==> src/rtl/tdm_burst_demux.sv <==
// rtl/tdm_burst_demux.sv - 2-channel TDM burst de-interleaver feeding a small pair FIFO
// Optional stats counters (pair_cnt, drop_cnt) are built when TDM_STATS_EN is defined.
module tdm_burst_demux #(
  parameter int DATA_W = 16,
  parameter int DEPTH  = 8
) (
  input  logic                     clk,
  input  logic                     rst_n,
  input  logic                     in_valid,
  input  logic                     in_sof,
  input  logic                     in_last,
  input  logic [DATA_W-1:0]        in_data,
  output logic                     out_valid,
  input  logic                     out_ready,
  output logic [DATA_W-1:0]        out_din0,
  output logic [DATA_W-1:0]        out_din1,
  output logic [$clog2(DEPTH):0]   level,
  output logic                     overflow,
  output logic                     frame_err,
  output logic [31:0]              pair_cnt,
  output logic [15:0]              drop_cnt
);

  localparam int PTR_W = $clog2(DEPTH);
  localparam int LVL_W = PTR_W + 1;

  typedef enum logic [1:0] {ST_IDLE, ST_CH0, ST_CH1} state_t;

  state_t                  state_q, state_d;
  logic [DATA_W-1:0]       hold_q, hold_d;
  logic [2*DATA_W-1:0]     mem_q [DEPTH];
  logic [PTR_W-1:0]        wr_ptr_q, rd_ptr_q, rd_ptr_d;
  logic [LVL_W-1:0]        level_q, level_d;
  logic                    out_valid_q;
  logic [DATA_W-1:0]       out_din0_q, out_din1_q;
  logic                    overflow_q, frame_err_q;

  logic                    push_req, push_acc, pop, ovf_set, err_set, head_valid;
  logic [1:0]              discard_n;

  always_comb begin
    state_d   = state_q;
    hold_d    = hold_q;
    push_req  = 1'b0;
    err_set   = 1'b0;
    discard_n = 2'd0;
    if (in_valid) begin
      unique case (state_q)
        ST_IDLE: begin
          if (in_sof && !in_last) begin
            hold_d  = in_data;
            state_d = ST_CH1;
          end else begin
            err_set   = 1'b1;
            discard_n = 2'd1;
            state_d   = ST_IDLE;
          end
        end
        ST_CH0: begin
          if (in_last) begin
            err_set   = 1'b1;
            discard_n = 2'd1;
            state_d   = ST_IDLE;
          end else begin
            hold_d  = in_data;
            state_d = ST_CH1;
          end
        end
        ST_CH1: begin
          // A sof here orphans the held ch0; with last it orphans the new word too.
          if (in_sof) begin
            err_set = 1'b1;
            if (in_last) begin
              discard_n = 2'd2;
              state_d   = ST_IDLE;
            end else begin
              discard_n = 2'd1;
              hold_d    = in_data;
              state_d   = ST_CH1;
            end
          end else begin
            push_req = 1'b1;
            state_d  = in_last ? ST_IDLE : ST_CH0;
          end
        end
        default: state_d = ST_IDLE;
      endcase
    end
  end

  assign pop      = out_valid_q & out_ready;
  assign push_acc = push_req & ((level_q < LVL_W'(DEPTH)) | pop);
  assign ovf_set  = push_req & ~push_acc;
  assign rd_ptr_d = rd_ptr_q + PTR_W'(pop);
  assign level_d  = level_q + LVL_W'(push_acc) - LVL_W'(pop);
  // Head presentation uses the pre-push level, giving one cycle of fall-through latency.
  assign head_valid = level_q > LVL_W'(pop);

  always_ff @(posedge clk) begin
    if (push_acc) mem_q[wr_ptr_q] <= {hold_q, in_data};
  end

  always_ff @(posedge clk) begin
    if (!rst_n) begin
      state_q     <= ST_IDLE;
      hold_q      <= '0;
      wr_ptr_q    <= '0;
      rd_ptr_q    <= '0;
      level_q     <= '0;
      out_valid_q <= 1'b0;
      out_din0_q  <= '0;
      out_din1_q  <= '0;
      overflow_q  <= 1'b0;
      frame_err_q <= 1'b0;
    end else begin
      state_q     <= state_d;
      hold_q      <= hold_d;
      wr_ptr_q    <= wr_ptr_q + PTR_W'(push_acc);
      rd_ptr_q    <= rd_ptr_d;
      level_q     <= level_d;
      out_valid_q <= head_valid;
      if (head_valid) begin
        out_din0_q <= mem_q[rd_ptr_d][2*DATA_W-1:DATA_W];
        out_din1_q <= mem_q[rd_ptr_d][DATA_W-1:0];
      end
      overflow_q  <= overflow_q | ovf_set;
      frame_err_q <= frame_err_q | err_set;
    end
  end

  assign out_valid = out_valid_q;
  assign out_din0  = out_din0_q;
  assign out_din1  = out_din1_q;
  assign level     = level_q;
  assign overflow  = overflow_q;
  assign frame_err = frame_err_q;

`ifdef TDM_STATS_EN
  logic [31:0] pair_cnt_q;
  logic [15:0] drop_cnt_q;
  logic [15:0] drop_inc;

  assign drop_inc = ovf_set ? 16'd2 : 16'(discard_n);

  always_ff @(posedge clk) begin
    if (!rst_n) begin
      pair_cnt_q <= '0;
      drop_cnt_q <= '0;
    end else begin
      pair_cnt_q <= pair_cnt_q + 32'(push_acc);
      drop_cnt_q <= drop_cnt_q + drop_inc;
    end
  end

  assign pair_cnt = pair_cnt_q;
  assign drop_cnt = drop_cnt_q;
`else
  logic unused_stats;
  assign unused_stats = ^discard_n;
  assign pair_cnt     = 32'd0;
  assign drop_cnt     = 16'd0;
`endif

endmodule
==> config.mk <==
export PLATFORM = sky130hd
export DESIGN_NAME = tdm_burst_demux
export DESIGN_NICKNAME = d
export VERILOG_FILES = /design/src/rtl/tdm_burst_demux.sv
export SDC_FILE = /design/constraint.sdc
export NUM_CORES = 1
export LEC_CHECK = 0
export ABC_CLOCK_PERIOD_IN_PS = 4300
export CORE_MARGIN = 2
export CORE_UTILIZATION = 52
export DETAILED_ROUTE_END_ITERATION = 6
export GPL_TIMING_DRIVEN = 0
export PLACE_DENSITY = 0.8
export REMOVE_ABC_BUFFERS = 1
export SYNTH_ARGS = -nofsm -noshare
export SYNTH_HDL_FRONTEND = slang
export SYNTH_SLANG_ARGS = --single-unit
==> constraint.sdc <==
create_clock -name clk -period 4.3 [get_ports clk]
set_input_delay 0.86 -clock clk [delete_from_list [all_inputs] [get_ports clk]]
set_output_delay 0.86 -clock clk [all_outputs]
set_load 0.005 [all_outputs]
* Word level (Yosys, flattened, before mapping)
Memories as Yosys holds them, arrays and structs flattened. A register that Yosys moved wholly into a read port is not among the register bits.
Cells that the tools add are included.
** Cells by class
- $add $sub $neg :: 4
- Order comparisons :: 2
- Bitwise logic cells :: 7
- Mux-type cells :: 19
- Reduce and logical (&&, ||, !) cells :: 6
- Equal/unequal tests :: 4
** Operator list (number)
- $mux W16 :: 3
- $pmux W16 S3 :: 1
- $mux W1 :: 10
- $add A3 B1 Y3 :: 2
- $mux W2 :: 3
- $pmux W2 S3 :: 1
- $add A4 B1 Y4 :: 1
- $gt A4 B1 Y1 :: 1
- $lt A4 B4 Y1 const B :: 1
- $ne A2 B2 Y1 const B :: 2
- $reduce_and A4 Y1 :: 1
- $sub A4 B1 Y4 :: 1
- $and A1 B1 Y1 :: 3
- $or A1 B1 Y1 :: 3
- $pmux W1 S3 :: 1
- $reduce_bool A3 Y1 :: 1
- $eq A2 B1 Y1 const B :: 1
- $eq A2 B2 Y1 const B :: 1
- $logic_not A1 Y1 :: 2
- $logic_not A2 Y1 :: 1
- $logic_and A1 B1 Y1 :: 1
- $not A1 Y1 :: 1
** Word-level totals
- Output and inout bits :: 87
- Memories kept :: 1
- Register bits after elaboration :: 31
- Bits in writable memories :: 256
** Memories
- mem_q :: depth 8, bits a word 32, read ports 1, clocked after Yosys merged registers in 1, wr ports 1, RTL line 31 : logic [2*DATA_W-1:0] mem_q [DEPTH];

* Depth between registers and ports, before layout
Gate-level depths: netlist (run 1).
- Depth after elaboration :: 7
- Depth in mapped cells :: 12

* Worst setup path after synthesis (run 1)
Ideal clock, no wire load.
- Path kind :: input -> register
- Start point :: in in_sof
- End point :: mem mem_q[0][0] (netlist bit) (enable)
- Slack :: 241 ps
- Buffers on the path :: 0
- Required time :: 3839 ps
- Arrival time :: 3598 ps
- Cell stages on the path :: 4
- Setup time :: 461 ps
- Cell sequence :: nand3b_1 > a21oi_1 > nand2b_1 > nor3_1
** On the way
- Cells in the longest elaborated chain, start to end :: 6
** RTL lines
- from (decl) :: RTL line 10 : input logic in_sof,
- $mux W1 :: RTL line 71 : if (in_sof) begin
- $mux W1 :: RTL line 48 : unique case (state_q)
- $mux W1 :: RTL line 47 : if (in_valid) begin
- $and A1 B1 Y1 :: RTL line 92 : assign push_acc = push_req & ((level_q < LVL_W'(DEPTH)) | pop);
- $mux W1 :: RTL line 100 : if (push_acc) mem_q[wr_ptr_q] <= {hold_q, in_data};
- $mux W1 (not written as such) :: RTL line 100
- to (decl) :: RTL line 31
No other way between the ends.

* Worst setup path in the final report (run 1)
- Start point :: in rst_n
- End point :: reg out_din0_q[2], in the netlist out_din0[2] (read register of mem_q)
** On the way
- Cells in the longest elaborated chain, start to end :: 1
** RTL lines
- from (decl) :: RTL line 8 : input logic rst_n,
- $logic_not A1 Y1 (no source line)
- to (decl) :: RTL line 35 : logic [DATA_W-1:0] out_din0_q, out_din1_q;
No other way between the ends.
A chain may end at the register's enable or synchronous reset.

==> reports/results.txt, run 1 <==
outcome - finished, final reports clean
Post-DP HPWL - 13900 µm
fmax - 0.311 GHz
chip width - 160 µm
Setup CP Type - input pin to flop
Worst-Skew Late Latency - 0.55 ns
unrepaired setup endpoints after global routing - no
CTS Hold Bufs - 0
row count - 57
drt pass-1 iters - 5
cts repair resizes - 0
diode count - 0
Max Slew Vio Count - 0
post-DR wirelength/cell - 20.9 µm
Synth Register Bits - 319
most frequent cells in the layout - edfxtp_1, mux2i_1, dfxtp_1
synthesis warning total - 0
CP Max Fanout - 32
first-pass GRT wire length - 37300 µm
Netlist Area Pre-Place - 12700 µm²
initial DRC count - 710
Post-CTS Repair Setup Buffers - 0
die area - 25700 µm²
minimum clock period - 3.21 ns
area grow syn2layout - 15.4%
total track usage - 18.9%
IO Pins - 109
grt ovf - 0
Leakage - 4.78 nW
Final Hold Viols - 0
ys flop type - edfxtp_1
via count - 6479
Mapped Cells - 749
Worst path max stage delay - 1.31 ns
final WL - 24400 µm
number of remaining DRC errors - 0
Clock transition at path regs - 0.06 ns
arrival time worst endpoint - 3.69 ns
H-tree Lvls - 1
PortBufs - 60
CTS tree - yes
most common cell after layout, fill and taps aside - edfxtp_1
CTS buffer count - 30
Nets - 856
post-synthesis sequential area ratio - 70.3%
initial antenna violation count - 0
fraction of layout cells with a size suffix above 1 - 12.9%
post-synth cell types - 36
Bufs and invs on worst path - 2
Post-synth ARST share - 0%
max cap viols - 0
Critical Path, Cell by Cell - clkdlybuf4s50_1 -> o21ai_0 -> inv_2 -> a32o_1
Post-synth EDFFs - 256
Design Area, Final - 14700 µm²
initial core utilization - 52.6%
Longest Clk Path Bufs - 3
final number of setup-violating endpoints - 0
number of global-route vias before repair - 6542
Slew HR - 14.9%
crit share post-route - 74.7%
element type at the critical path end - flop
Top delay family on crit path - buffers and inverters
synthesized area per cell - 17.0 µm²
Die Ht - 160 µm
HP Class - flop to flop
largest net degree at the start of global routing - 57
Core ar. - 24200 µm²
crit start category - input pin
Slew @ Worst Pin - 1.27 ns
CP max stage cell - clkdlybuf4s50_1
clock skew - 0.0205 ns
via density per instance - 5.56
Final ANT Viol Nets - 0
Root Buffer - clkbuf_16
Power Dens Cells - 518 nW/µm²
Peak VDD IR - 0.000366 V
Area after DPL - 13700 µm²
Routability Congestion - 0.670
Worst Path Required - 4.77 ns
Power Total - 7.60 mW
CTS sink count - 319
[layer usage]
metal,global-route usage [%],part of all wire [%],up-vias
met3,3.10,6.8,43
met1,27.0,43,3244
li1,-,-,2950
met2,30.2,48,242
met4,5.61,2.3,0
met5,0,0,-
[stage by stage]
stage,cells,utilization (%),worst slack (ns),hold slack (ns),TNS [ns]
5_1_grt,1166,60.7,0.944,0.474,0
3_3_place_gp,1091,54.7,-3.62,0.449,-434.09
6_report,1166,60.7,1.09,0.466,0
2_1_floorplan,707,-,-1.77,0.464,-57.72
3_5_place_dp,1111,56.6,0.547,0.455,0
4_1_cts,1166,60.7,1.12,0.467,0
[flip-flops by register name (all words and copies together), names as in the netlist]
register	cells
out_din0	16
overflow	1
rd_ptr_q	3
wr_ptr_q	3
hold_q	16
mem_q	256
level	4
out_din1	16
frame_err	1
out_valid	1
state_q	2
[Yosys cell counts (4+ instances only)]
master    number  area (µm²)
and2_1        11        68.8
nor2_1         8        30.0
dfxtp_1       63        1260
a32o_1        31         310
mux2i_1      146        1460
nand2b_1       4        25.0
clkbuf_1       7        26.3
a22oi_1       33         248
ha_1          14         175
nor2b_1       18         113
a22oi_2       30         375
clkbuf_4       4        30.0
edfxtp_1     256        7690
nand2_1        4        15.0
inv_1         12        45.0
buf_6          8        90.1
buf_2         12        60.1
buf_4         55         413
[cell families after synthesis]
family	count (synthesis)	share of synthesized area [%]
multiplexers	146	11.5
XOR/XNOR	4	0.334
flip-flops	319	70.3
buffers and inverters	101	5.69
AND/OR/NAND/NOR	54	2.45
adder cells (fa/ha/maj)	15	1.53
other	1	0.0295
AO/OA/AOI/OAI	109	8.13
[final timing paths]
path	from	end	slack (ns)	depth (start not counted)
setup reg to reg	state_q[0]	mem_q[0][7]	1.41	8
hold reg to reg	out_din1[4]	out_din1[4]	0.47	1
hold / removal	out_din1[4]	out_din1[4]	0.47	1
setup / recovery	rst_n	out_din0[2]	1.09	4
[where the power goes]
part | total (mW) | internal, mW | switching (mW)
Combinational | 1.38 | 0.699 | 0.679
Clock | 2.61 | 1.54 | 1.07
Sequential | 3.61 | 3.49 | 0.117
Total | 7.60 | 5.73 | 1.87
[layout make-up]
class	instances	area (µm²)
clock buffers	46	892
fillers	1687	9500
well taps	324	405
inverters	12	45.0
repair buffers	80	976
multi-input cells	376	3320
flip-flops and latches	319	8950
clock inverters	9	93.8
No activity file was read; power rests on OpenSTA's default activity.
==> inputs of run 2 (changes only) <==
ABC_CLOCK_PERIOD_IN_PS = 3100   (was 4300)
CORE_UTILIZATION = 58   (was 52)
PLACE_DENSITY = 0.84   (was 0.8)
clock period = 3.1 ns   (was 4.3 ns; I/O delays follow)
==> run 2 against run 1 <==
Effect of this change:
- critical path depth increased by 5
- non-clock buffer count increased by 1
- critical path type unchanged
- critical endpoint is now out_din1[1]
- sequential share of layout area increased by 0.52 points
- worst hold slack improved by 0.0023 ns
==> reports/results.txt, run 2 (synthesis gave the netlist of run 1 again) <==
post-layout util - 67.1% (was 60.7%)
Worst path max stage delay - 0.78 ns (was 1.31 ns)
CP Max Fanout - 32 (unchanged)
hold_ws - 0.468 ns (was 0.466 ns)
HP Class - flop to flop (unchanged)
via density per instance - 5.81 (was 5.56)
unrepaired setup endpoints after global routing - no (unchanged)
Final ANT Viol Nets - 0 (unchanged)
Area after DPL - 13600 µm² (was 13700 µm²)
area of the multi-input gates - 3320 µm² (unchanged)
Setup TNS - 0 ns (unchanged)
drt pass-1 iters - 4 (was 5)
Worst-Skew Late Latency - 0.54 ns (was 0.55 ns)
Power Dens Cells - 709 nW/µm² (was 518 nW/µm²)
Max Slew Vio Count - 0 (unchanged)
Post-CTS Repair Setup Buffers - 0 (unchanged)
Worst Path Required - 3.52 ns (was 4.77 ns)
Largest register FFs - 256 (unchanged)
row count - 54 (was 57)
Slew HR - 14.0% (was 14.9%)
number of remaining DRC errors - 0 (unchanged)
Reg with most FFs - mem_q (unchanged)
max cap viols - 0 (unchanged)
grt ovf - 0 (unchanged)
diode count - 0 (unchanged)
initial core utilization - 58.7% (was 52.6%)
first-pass GRT wire length - 37800 µm (was 37300 µm)
Root Buffer - clkbuf_16 (unchanged)
Power Total - 10.3 mW (was 7.60 mW)
via count - 6527 (was 6479)
dpl cells - 1068 (was 1111)
largest net degree at the start of global routing - 51 (was 57)
Die Ht - 152 µm (was 160 µm)
fmax - 0.343 GHz
most common cell after layout, fill and taps aside - edfxtp_1 (unchanged)
most frequent cells in the layout - edfxtp_1, mux2i_1, dfxtp_1 (unchanged)
Peak VDD IR - 0.000532 V (was 0.000366 V)
Slew @ Worst Pin - 1.29 ns (was 1.27 ns)
CTS sink count - 319 (unchanged)
number of fill cells - 1371 (was 1687)
die area - 23100 µm² (was 25700 µm²)
Leakage - 4.75 nW (was 4.78 nW)
CP max stage cell - and2b_2 (was clkdlybuf4s50_1)
H-tree Lvls - 1 (unchanged)
total track usage - 21.1% (was 18.9%)
CTS buffer count - 30 (unchanged)
Longest Clk Path Bufs - 3 (unchanged)
Storage cell area - 8950 µm² (unchanged)
outcome - finished, final reports clean (unchanged)
Non-Filler Instances - 1124 (was 1166)
fraction of layout cells with a size suffix above 1 - 12.3% (was 12.9%)
Setup CP Type - input pin to flop (unchanged)
post-place setup slack - -0.403 ns (was 0.547 ns)
number of global-route vias before repair - 6685 (was 6542)
crit share post-route - 94.0%
PortBufs - 60 (unchanged)
final number of setup-violating endpoints - 0 (unchanged)
initial antenna violation count - 0 (unchanged)
Post-DP HPWL - 14200 µm (was 13900 µm)
chip width - 152 µm (was 160 µm)
final WL - 24800 µm (was 24400 µm)
area grow syn2layout - 14.4% (was 15.4%)
Design Area, Final - 14600 µm² (was 14700 µm²)
crit start category - input pin (unchanged)
Clock transition at path regs - 0.06 ns (about the same)
IO Pins - 109 (unchanged)
Critical Path, Cell by Cell - clkdlybuf4s50_1 -> nand2_1 -> inv_1 -> ha_1 -> ha_4 -> xnor2_2 -> and2b_2 -> a22oi_1 -> a32o_1 (was clkdlybuf4s50_1 -> o21ai_0 -> inv_2 -> a32o_1)
initial DRC count - 436 (was 710)
Core ar. - 21700 µm² (was 24200 µm²)
arrival time worst endpoint - 3.34 ns (was 3.69 ns)
Setup WS post-layout - 0.186 ns (was 1.09 ns)
minimum clock period - 2.91 ns
clock skew - 0.0119 ns (was 0.0205 ns)
Routability Congestion - 0.689 (was 0.670)
Final Hold Viols - 0 (unchanged)
post-DR wirelength/cell - 22.0 µm (was 20.9 µm)
CTS tree - yes (unchanged)
element type at the critical path end - flop (unchanged)
Nets - 857 (was 856)
-- run 2: report_power, final --
group	internal, mW	total [mW]	leakage, nW	switching, mW
registers	4.85	5.01	2.87	0.166
logic	0.961	1.91	1.44	0.951
clock network	1.96	3.39	0.445	1.43
-- run 2: worst paths after layout --
check,start,endpoint,slack (ns),cells after the start
worst max-delay path,out_ready,out_din1[1],0.19,9
worst min-delay path,out_din0[15],out_din0[15],0.47,1
worst max register to register,out_valid,out_din1[1],0.34,8
worst min register to register,out_din0[15],out_din0[15],0.47,1
-- run 2: critical path, delay by kind of cell --
kind,cells,cell delay (ns)
AO/OA/AOI/OAI,2,0.59
XOR/XNOR,1,0.34
adder cells (fa/ha/maj),2,0.40
buffers and inverters,2,0.51
AND/OR/NAND/NOR,2,0.86
-- run 2: timing repair --
action	4_1_cts	5_1_grt
endpoints found under the setup margin	0	31
hold buffers	0	0
resized for setup	0	1
-- run 2: cell type report --
| type | count | share of cell area (%) |
|---|---|---|
| flip-flops and latches | 319 | 61.5 |
| multi-input cells | 376 | 22.8 |
| repair buffers | 81 | 6.67 |
| clock buffers | 53 | 6.24 |
| well taps | 280 | 2.41 |
| inverters | 12 | 0.310 |
| clock inverters | 3 | 0.0860 |
-- run 2: routing by layer --
layer  part of all wire (%)  global-route usage (%)
met1                     41                    28.7
met2                     50                    35.7
met3                    7.1                    3.45
met4                    1.9                    5.83
met5                      0                       0
==> inputs of run 3 (changes only) <==
CAP_MARGIN = 10   (was default)
==> run 3 against run 2 <==
Effect of this change:
- sequential power about the same
- via count grew 0.72%
- clock-buffer cell count shrank 20
- largest cell class unchanged
- largest power group unchanged
==> reports/results.txt, run 3 (synthesis gave the netlist of run 1 again) <==
total track usage - 21.1% (about the same)
via density per instance - 5.85 (was 5.81)
area grow syn2layout - 15.8% (was 14.4%)
chip width - 152 µm (unchanged)
initial core utilization - 58.7% (unchanged)
Non-Filler Instances - 1124 (unchanged)
outcome - finished, final reports clean (unchanged)
CP Max Fanout - 32 (unchanged)
Area after DPL - 13600 µm² (unchanged)
Root Buffer - clkbuf_16 (unchanged)
Largest register FFs - 256 (unchanged)
grt ovf - 0 (unchanged)
crit share post-route - 94.0% (about the same)
H-tree Lvls - 1 (unchanged)
largest net degree at the start of global routing - 51 (unchanged)
clock skew - 0.0113 ns (was 0.0119 ns)
unrepaired setup endpoints after global routing - no (unchanged)
Setup CP Type - input pin to flop (unchanged)
Worst path max stage delay - 0.80 ns (was 0.78 ns)
most common cell after layout, fill and taps aside - edfxtp_1 (unchanged)
CTS buffer count - 30 (unchanged)
CTS Hold Bufs - 0 (unchanged)
Post-CTS Repair Setup Buffers - 0 (unchanged)
R2R Setup Slk - 0.32 ns (was 0.34 ns)
Die Ht - 152 µm (unchanged)
Setup crit start - out_ready (unchanged)
fraction of layout cells with a size suffix above 1 - 13.9% (was 12.3%)
post-layout util - 67.9% (was 67.1%)
FF-to-FF path depth - 8 (unchanged)
final WL - 24900 µm (was 24800 µm)
Power Total - 10.8 mW (was 10.3 mW)
Design Area, Final - 14700 µm² (was 14600 µm²)
max cap viols - 0 (unchanged)
CTS sink count - 319 (unchanged)
die area - 23100 µm² (unchanged)
initial antenna violation count - 0 (unchanged)
Top delay family on crit path - simple AND/OR/NAND/NOR gates (unchanged)
Final Hold Viols - 0 (unchanged)
Max Slew Vio Count - 0 (unchanged)
minimum clock period - 2.91 ns (about the same)
Nets - 858 (was 857)
Worst Path Required - 3.53 ns (was 3.52 ns)
Critical Path, Cell by Cell - clkdlybuf4s50_1 -> nand2_1 -> inv_1 -> ha_1 -> ha_4 -> xnor2_2 -> and2b_2 -> a22oi_1 -> a32o_1 (unchanged)
reg2reg end - out_din1[1] (unchanged)
Leakage - 4.82 nW (was 4.75 nW)
PortBufs - 60 (unchanged)
cts repair resizes - 0 (unchanged)
via count - 6574 (was 6527)
Slew HR - 41.9% (was 14.0%)
dpl cells - 1068 (unchanged)
Post-DP HPWL - 14300 µm (was 14200 µm)
Routability Congestion - 0.689 (unchanged)
number of remaining DRC errors - 0 (unchanged)
number of global-route vias before repair - 6716 (was 6685)
final number of setup-violating endpoints - 0 (unchanged)
HP Class - flop to flop (unchanged)
Slew @ Worst Pin - 0.871 ns (was 1.29 ns)
Clock transition at path regs - 0.06 ns (about the same)
CP max stage cell - and2b_2 (unchanged)
IO Pins - 109 (unchanged)
Critical Path End - out_din1[1] (unchanged)
CTS tree - yes (unchanged)
reg-to-reg startpoint - out_valid (unchanged)
Peak VDD IR - 0.000525 V (was 0.000532 V)
Worst-Skew Late Latency - 0.54 ns (about the same)
drt pass-1 iters - 6 (was 4)
Power Dens Cells - 734 nW/µm² (was 709 nW/µm²)
row count - 54 (unchanged)
Reg with most FFs - mem_q (unchanged)
arrival time worst endpoint - 3.35 ns (was 3.34 ns)
Final ANT Viol Nets - 0 (unchanged)
post-DR wirelength/cell - 22.2 µm (was 22.0 µm)
Bufs and invs on worst path - 2 (unchanged)
initial DRC count - 430 (was 436)
CP Depth - 9 (unchanged)
Core ar. - 21700 µm² (unchanged)
diode count - 0 (unchanged)
first-pass GRT wire length - 37900 µm (was 37800 µm)
Longest Clk Path Bufs - 3 (unchanged)
fmax - 0.343 GHz (about the same)
most frequent cells in the layout - edfxtp_1, mux2i_1, dfxtp_1 (unchanged)
crit start category - input pin (unchanged)
element type at the critical path end - flop (unchanged)
-- run 3: cell count changes in the layout (fill, tap and decap cells not counted), moves of 2 or more --
cell / before / now
clkbuf_1: 17 / 0
clkinv_1: 2 / 6
bufinv_16: 0 / 6
clkinv_2: 1 / 3
clkinvlp_4: 0 / 5
clkbuf_8: 5 / 2
clkinv_4: 0 / 2
-- run 3: worst min-delay path by stage --
stage / end / from / slack [ns] / cells past startpoint
2_1_floorplan: frame_err / frame_err / 0.46 / 1
3_3_place_gp: out_din0[6] / out_din0[6] / 0.45 / 1
3_5_place_dp: out_din0[10] / out_din0[10] / 0.46 / 1
4_1_cts: out_din0[12] / out_din0[12] / 0.47 / 1
5_1_grt: out_din1[13] / out_din1[13] / 0.48 / 1
6_report: out_din0[12] / out_din0[12] / 0.47 / 1
-- run 3: worst register-to-register path: cells and delay by family, from the launching register on --
kind | cells | cell delay (ns)
compound gates | 2 | 0.58
xor+xnor | 1 | 0.34
fa+ha+maj | 2 | 0.41
buf+inv | 1 | 0.11
flops | 1 | 0.33
simple gates | 2 | 0.90
-- run 3: report_power, final --
part | switching [mW] | internal (mW)
sequential | 0.166 | 4.84
combinational | 0.951 | 0.963
clock | 1.53 | 2.36
total | 2.65 | 8.17
-- run 3: layout make-up --
type / count / area [µm²]
Sequential cell: 319 / 8950
Fill cell: 1366 / 6960
Multi-Input combinational cell: 376 / 3320
Timing Repair Buffer: 82 / 996
Clock buffer: 33 / 803
Tap cell: 280 / 350
Clock inverter: 22 / 273
Inverter: 12 / 45.0
-- run 3: stage by stage --
step / hold WS [ns] / setup slack (ns) / TNS (ns)
after CTS: 0.471 / 0.178 / 0
after global placement: 0.448 / -4.53 / -718.68
after global routing: 0.484 / 0.0185 / 0
after detailed placement: 0.455 / -0.380 / -14.57
final: 0.470 / 0.185 / 0
after floorplan: 0.464 / -2.73 / -135.39
-- run 3: metal layers --
layer,global-route usage (%),share of wire (%)
met1,28.4,41
met3,3.39,6.6
met5,0,0
met4,5.96,1.6
met2,36.0,51
